$ cat src/rtl/ex_stage_mc.sv
// Registered RISC-V execute stage: forwarding, ALU, iterative shift-add MUL.
// Optional iterative DIVU/REMU unit enabled by defining EX_DIVU_EN.
module ex_stage_mc #(
    parameter int XLEN       = 32,
    parameter int REG_ADDR_W = 5
) (
    input  logic                  clk,
    input  logic                  reset,
    input  logic                  in_valid,
    input  logic                  stall_in,
    input  logic                  flush,
    input  logic [XLEN-1:0]       PC,
    input  logic [XLEN-1:0]       rs1_data,
    input  logic [XLEN-1:0]       rs2_data,
    input  logic [XLEN-1:0]       imm_ext,
    input  logic [REG_ADDR_W-1:0] rd_in,
    input  logic                  ALUSrc,
    input  logic [3:0]            ALUControl,
    input  logic [1:0]            ForwardA,
    input  logic [1:0]            ForwardB,
    input  logic [XLEN-1:0]       ALUResult_MEM,
    input  logic [XLEN-1:0]       WriteData_WB,
    output logic                  busy,
    output logic                  out_valid,
    output logic [XLEN-1:0]       ALUResult,
    output logic                  Zero,
    output logic [XLEN-1:0]       rs2_final,
    output logic [REG_ADDR_W-1:0] rd_out,
    output logic [XLEN-1:0]       PC_out
);

    localparam int SW = $clog2(XLEN);
    localparam int CW = SW + 1;

    localparam logic [1:0] S_IDLE = 2'd0;
    localparam logic [1:0] S_MUL  = 2'd1;
    localparam logic [1:0] S_DONE = 2'd2;
`ifdef EX_DIVU_EN
    localparam logic [1:0] S_DIV  = 2'd3;
`endif

    localparam logic [3:0] OP_ADD  = 4'b0000;
    localparam logic [3:0] OP_SUB  = 4'b0001;
    localparam logic [3:0] OP_AND  = 4'b0010;
    localparam logic [3:0] OP_OR   = 4'b0011;
    localparam logic [3:0] OP_XOR  = 4'b0100;
    localparam logic [3:0] OP_SLT  = 4'b0101;
    localparam logic [3:0] OP_SLL  = 4'b0110;
    localparam logic [3:0] OP_SRL  = 4'b0111;
    localparam logic [3:0] OP_MUL  = 4'b1000;
`ifdef EX_DIVU_EN
    localparam logic [3:0] OP_DIVU = 4'b1001;
    localparam logic [3:0] OP_REMU = 4'b1010;
`endif

    logic [1:0]            state_q;
    logic [CW-1:0]         cnt_q;
    logic [XLEN-1:0]       a_q;
    logic [XLEN-1:0]       b_q;
    logic [XLEN-1:0]       acc_q;
    logic [XLEN-1:0]       bf_q;
    logic [REG_ADDR_W-1:0] rd_q;
    logic [XLEN-1:0]       pc_q;
`ifdef EX_DIVU_EN
    logic                  rem_q;
`endif

    logic [XLEN-1:0] op_a;
    logic [XLEN-1:0] op_bf;
    logic [XLEN-1:0] op_b;
    logic [XLEN-1:0] alu_res;
    logic            is_mul;
    logic            is_mc;
    logic            accept;
    logic            fin_now;
    logic            mc_wr;
    logic [XLEN-1:0] mc_res;
    logic [XLEN-1:0] mul_acc_nx;
    logic [XLEN-1:0] step_fin;
`ifdef EX_DIVU_EN
    logic            is_div;
    logic [XLEN:0]   trial;
    logic [XLEN-1:0] div_r_nx;
    logic [XLEN-1:0] div_q_nx;
`endif

    assign busy = (state_q != S_IDLE);

    // Forwarding muxes and immediate select
    always_comb begin
        op_a = rs1_data;
        case (ForwardA)
            2'b01:   op_a = ALUResult_MEM;
            2'b10:   op_a = WriteData_WB;
            default: op_a = rs1_data;
        endcase
        op_bf = rs2_data;
        case (ForwardB)
            2'b01:   op_bf = ALUResult_MEM;
            2'b10:   op_bf = WriteData_WB;
            default: op_bf = rs2_data;
        endcase
        op_b = ALUSrc ? imm_ext : op_bf;
    end

    // Single-cycle ALU; multi-cycle and unused codes yield 0 here
    always_comb begin
        alu_res = '0;
        case (ALUControl)
            OP_ADD:  alu_res = op_a + op_b;
            OP_SUB:  alu_res = op_a - op_b;
            OP_AND:  alu_res = op_a & op_b;
            OP_OR:   alu_res = op_a | op_b;
            OP_XOR:  alu_res = op_a ^ op_b;
            OP_SLT:  alu_res = {{(XLEN-1){1'b0}},
                                ($signed(op_a) < $signed(op_b))};
            OP_SLL:  alu_res = op_a << op_b[SW-1:0];
            OP_SRL:  alu_res = op_a >> op_b[SW-1:0];
            default: alu_res = '0;
        endcase
    end

    assign is_mul = (ALUControl == OP_MUL);
`ifdef EX_DIVU_EN
    assign is_div = (ALUControl == OP_DIVU) || (ALUControl == OP_REMU);
    assign is_mc  = is_mul || is_div;
`else
    assign is_mc  = is_mul;
`endif
    assign accept = in_valid && !busy && !stall_in && !flush;

    // One shift-add / restore-divide step and the final-step result
    always_comb begin
        mul_acc_nx = acc_q + (b_q[0] ? a_q : '0);
        step_fin   = mul_acc_nx;
`ifdef EX_DIVU_EN
        trial = {acc_q, a_q[XLEN-1]} - {1'b0, b_q};
        if (!trial[XLEN]) begin
            div_r_nx = trial[XLEN-1:0];
            div_q_nx = {a_q[XLEN-2:0], 1'b1};
        end else begin
            div_r_nx = {acc_q[XLEN-2:0], a_q[XLEN-1]};
            div_q_nx = {a_q[XLEN-2:0], 1'b0};
        end
        if (state_q == S_DIV)
            step_fin = rem_q ? div_r_nx : div_q_nx;
`endif
    end

`ifdef EX_DIVU_EN
    assign fin_now = ((state_q == S_MUL) || (state_q == S_DIV))
                     && (cnt_q == CW'(1));
`else
    assign fin_now = (state_q == S_MUL) && (cnt_q == CW'(1));
`endif
    assign mc_res = (state_q == S_DONE) ? acc_q : step_fin;
    assign mc_wr  = !stall_in && (fin_now || (state_q == S_DONE));

    // Multi-cycle unit FSM: capture on accept, iterate, park in DONE on stall
    always_ff @(posedge clk) begin
        if (reset) begin
            state_q <= S_IDLE;
            cnt_q   <= '0;
            a_q     <= '0;
            b_q     <= '0;
            acc_q   <= '0;
            bf_q    <= '0;
            rd_q    <= '0;
            pc_q    <= '0;
`ifdef EX_DIVU_EN
            rem_q   <= 1'b0;
`endif
        end else if (flush) begin
            state_q <= S_IDLE;
        end else begin
            case (state_q)
                S_IDLE: begin
                    if (accept && is_mc) begin
`ifdef EX_DIVU_EN
                        state_q <= is_mul ? S_MUL : S_DIV;
                        rem_q   <= (ALUControl == OP_REMU);
`else
                        state_q <= S_MUL;
`endif
                        a_q   <= op_a;
                        b_q   <= op_b;
                        acc_q <= '0;
                        cnt_q <= CW'(XLEN);
                        bf_q  <= op_bf;
                        rd_q  <= rd_in;
                        pc_q  <= PC;
                    end
                end
                S_MUL: begin
                    a_q   <= a_q << 1;
                    b_q   <= b_q >> 1;
                    acc_q <= mul_acc_nx;
                    cnt_q <= cnt_q - CW'(1);
                    if (fin_now)
                        state_q <= stall_in ? S_DONE : S_IDLE;
                end
`ifdef EX_DIVU_EN
                S_DIV: begin
                    a_q   <= div_q_nx;
                    acc_q <= div_r_nx;
                    cnt_q <= cnt_q - CW'(1);
                    if (fin_now) begin
                        acc_q   <= step_fin;
                        state_q <= stall_in ? S_DONE : S_IDLE;
                    end
                end
`endif
                S_DONE: begin
                    if (!stall_in)
                        state_q <= S_IDLE;
                end
                default: state_q <= S_IDLE;
            endcase
        end
    end

    // EX/MEM output register: flush > stall hold > MC result > ALU > bubble
    always_ff @(posedge clk) begin
        if (reset) begin
            out_valid <= 1'b0;
            ALUResult <= '0;
            Zero      <= 1'b0;
            rs2_final <= '0;
            rd_out    <= '0;
            PC_out    <= '0;
        end else if (flush) begin
            out_valid <= 1'b0;
        end else if (stall_in) begin
            out_valid <= out_valid;
        end else if (mc_wr) begin
            out_valid <= 1'b1;
            ALUResult <= mc_res;
            Zero      <= (mc_res == '0);
            rs2_final <= bf_q;
            rd_out    <= rd_q;
            PC_out    <= pc_q;
        end else if (accept && !is_mc) begin
            out_valid <= 1'b1;
            ALUResult <= alu_res;
            Zero      <= (alu_res == '0);
            rs2_final <= op_bf;
            rd_out    <= rd_in;
            PC_out    <= PC;
        end else begin
            out_valid <= 1'b0;
        end
    end

endmodule

$ cat config.mk
export PLATFORM = sky130hd
export DESIGN_NAME = ex_stage_mc
export DESIGN_NICKNAME = d
export VERILOG_FILES = /design/src/rtl/ex_stage_mc.sv
export SDC_FILE = /design/constraint.sdc
export NUM_CORES = 1
export LEC_CHECK = 0
export CAP_MARGIN = 20
export CORE_ASPECT_RATIO = 1.2
export CORE_MARGIN = 2
export CORE_UTILIZATION = 50
export DETAILED_ROUTE_END_ITERATION = 8
export PLACE_DENSITY = 0.81
export SYNTH_ARGS = -nofsm -noshare
export SYNTH_HDL_FRONTEND = slang
export SYNTH_SLANG_ARGS = --single-unit
$ cat constraint.sdc
create_clock -name clk -period 6.25 [get_ports clk]
set_input_delay 1.25 -clock clk [delete_from_list [all_inputs] [get_ports clk]]
set_output_delay 1.25 -clock clk [all_outputs]
set_load 0.02 [all_outputs]
==> metrics.txt <==
status completed; Worst VDD drop 0.000224 V; largest net degree at the start of global routing 136; CP Capture Type flop; via count 29,600; Placed Cells 4,492; CTS tree yes; Relative slew margins 20.9%; Register Area 5530 µm²; Tot Pwr 6.57 mW; sequential power share 27.4%; net switching power 2.55 mW; Worst-Margin Slew 1180 ps; placed wire-length estimate 90.3 mm; Post-Layout Inst Area 31,100 µm²; Layout Skew 11.5 ps; Max Slew Vio Count 0; Top FF cell, synth dfxtp_1; number of DRC markers in iteration 0 3,529; H-tree depth 1; Multi-input gate area 16,600 µm²; final hold vios 0; fin crit period 6110 ps; worst-skew pair later-pin latency 600 ps; non-filler instance count after layout 4,549; Placer Congestion 1.13; Port Buffers 314; aggregate global-route resource usage 46.0%; Core Region 45,900 µm²; Post-Syn Nets 3,715; worst-path fanout max 12; fin nets 4,273; routed wire length 116 mm; f_max 164 MHz; Crit path arrival time 6640 ps; FP Rows 86; Crit Path Category in -> reg; Leak 12.8 nW; Area Growth Syn to Fin 33.4%; fillcell total 3,819; Max Root-Sink Buffers 3; Area contributors post-synth dfxtp_1 (24%), nor2_1 (8.3%), ha_1 (8.1%), nand2_1 (7.8%), a21oi_1 (6.9%); Worst setup SP type primary input; Synth cell types 84; Comb pwr share 45.3%; mean post-synth cell area 6.95 µm²; switching share of total power 38.9%; EDFF count, synth 0; remaining antenna violation count after routing 0; I/O pin count 315; Max-Cap Viols 0; Clock power frac 27.3%; Int Pwr 4.02 mW; grt ovf 0; CTS Root Cell clkbuf_16; Final Cycle Share 97.8%; WP data required 6780 ps; Pwr Density 212 nW/µm²; initial antenna violation count 5; Vias/cell 6.51; Area after DPL 29,900 µm²; most frequent cells in the layout nor2_1 (516), nand2_1 (486), buf_4 (468); mapped cell area 23,300 µm²; commonest non-fill, non-tap cell in the layout nor2_1; first-pass GRT wire length 170 mm; layout cell share with drive strength beyond 1 15.5%; HP Class reg -> reg; total CTS buffers 29; Wirelength per Cell 25.6 µm; Die X 201 µm; Clock transition at path regs 60 ps; top-area cell type share of the netlist area 23.7%; synth warn 0; CTS Hold Bufs 0; die footprint 48,300 µm²; Sinks on Clock Net 276; cell taking the most area after synthesis dfxtp_1; die height 240 µm; vias in the first global route 27,800; Seq/Total Area, Yosys 23.7%; Syn Inst Count 3,350; Setup-failing EPs final 0; drt pass-1 iters 7; Starting Density 50.7%; #FFs+latches synth 276; ys async rst share 0%; drt drc 0
## stage by stage
step | utilization [%] | setup slack (ps) | hold slack (ps) | setup TNS [ps]
2_1_floorplan | - | 17.1 | 432 | 0
3_3_place_gp | 65.1 | -579 | 438 | -3640
3_5_place_dp | 65.1 | -651 | 446 | -4380
4_1_cts | 67.3 | 50.7 | 454 | 0
5_1_grt | 67.6 | -4.77 | 475 | -4.77
6_report | 67.6 | 135 | 454 | 0
## critical path, stage by stage
cell,delay (ps)
clkdlybuf4s50_1,480
inv_1,50
ha_2,500
o21ai_1,320
inv_1,170
ha_1,220
inv_1,80
fa_1,460
a211oi_1,250
o21bai_1,120
a21oi_1,230
o211ai_1,160
and3_2,320
nor3b_1,170
o41ai_2,490
buf_4,210
a221o_1,140
a21oi_1,80
buf_4,210
a211oi_1,530
a21oi_1,90
nor2_1,100
## Yosys cell counts, drive strengths merged (16+ instances only)
library cell	count
and2	44
a211oi	106
o221ai	28
a31oi	23
nor4	17
nor2	517
mux2i	89
o21ai	126
nand2	486
inv	109
xor2	16
buf	63
nand3	46
clkbuf	200
o211ai	51
ha	151
a311oi	65
a21o	28
dfxtp	276
nand2b	26
a21oi	323
xnor2	29
o21bai	18
nor3	91
o22ai	20
a221oi	28
a22oi	123
nand4	18
nor2b	25
## power groups by stage
stage / registers, mW / clock network (mW) / logic (mW)
3_5_place_dp: 1.84 / 0 / 2.81
3_3_place_gp: 1.83 / 0 / 2.83
5_1_grt: 1.80 / 1.86 / 3.09
6_report: 1.80 / 1.79 / 2.98
2_1_floorplan: 1.86 / 0 / 1.30
4_1_cts: 1.80 / 1.78 / 2.83
## sequential cells by signal, indices dropped and copies added (netlist names)
signal,cells
ALUResult,32
rd_out,5
rd_q,5
acc_q,32
PC_out,32
cnt_q,6
out_valid,1
Zero,1
state_q,2
rs2_final,32
bf_q,32
b_q,32
a_q,32
pc_q,32
## per-layer routing
metal,GRT usage (%),share of wire [%],up-vias
met3,8.34,10,555
met2,73.6,44,1940
met4,35.3,9.2,2
met1,55.0,37,13900
li1,-,-,13200
met5,0,0.011,-
## layout make-up
cell class | instances | area share, %
antenna | 3 | 0.0242
clock buffer | 38 | 2.61
clock inverter | 15 | 0.532
inverter | 109 | 1.33
multi-input combinational | 2702 | 53.3
sequential | 276 | 17.8
tap | 616 | 2.48
timing repair buffer | 790 | 21.9
## worst paths after layout
kind | start | to | slack (ps) | depth (start not counted)
worst min register to register | ALUResult[23]$_SDFFE_PP0P_ | ALUResult[23]$_SDFFE_PP0P_ | 450 | 2
worst max register to register | b_q[0]$_SDFFE_PP0P_ | Zero$_SDFFE_PP0P_ | 1070 | 16
worst max-delay path | ForwardA[0] | ALUResult[24]$_SDFFE_PP0P_ | 140 | 22
worst min-delay path | ALUResult[23]$_SDFFE_PP0P_ | ALUResult[23]$_SDFFE_PP0P_ | 450 | 2
## cells by family (layout without fill, tap and decap cells)
group | after synthesis | in the layout | share of synthesized area (%)
and+or+nand+nor | 1327 | 1327 | 24.4
DFF | 276 | 276 | 23.7
other | 0 | 3 | 0
adders and majority gates | 154 | 154 | 8.37
xor gates and xnor gates | 45 | 45 | 1.69
AOI/OAI and AO/OA | 1077 | 1077 | 31.3
buffers and inverters | 372 | 952 | 6.20
muxes | 99 | 99 | 4.31
## repair_timing
item                       in CTS  in global routing
resized for setup               1                 33
buffers inserted                0                  1
setup endpoints to repair       1                 10
pin swaps                       1                  3
No activity file was read; power rests on OpenSTA's default activity.
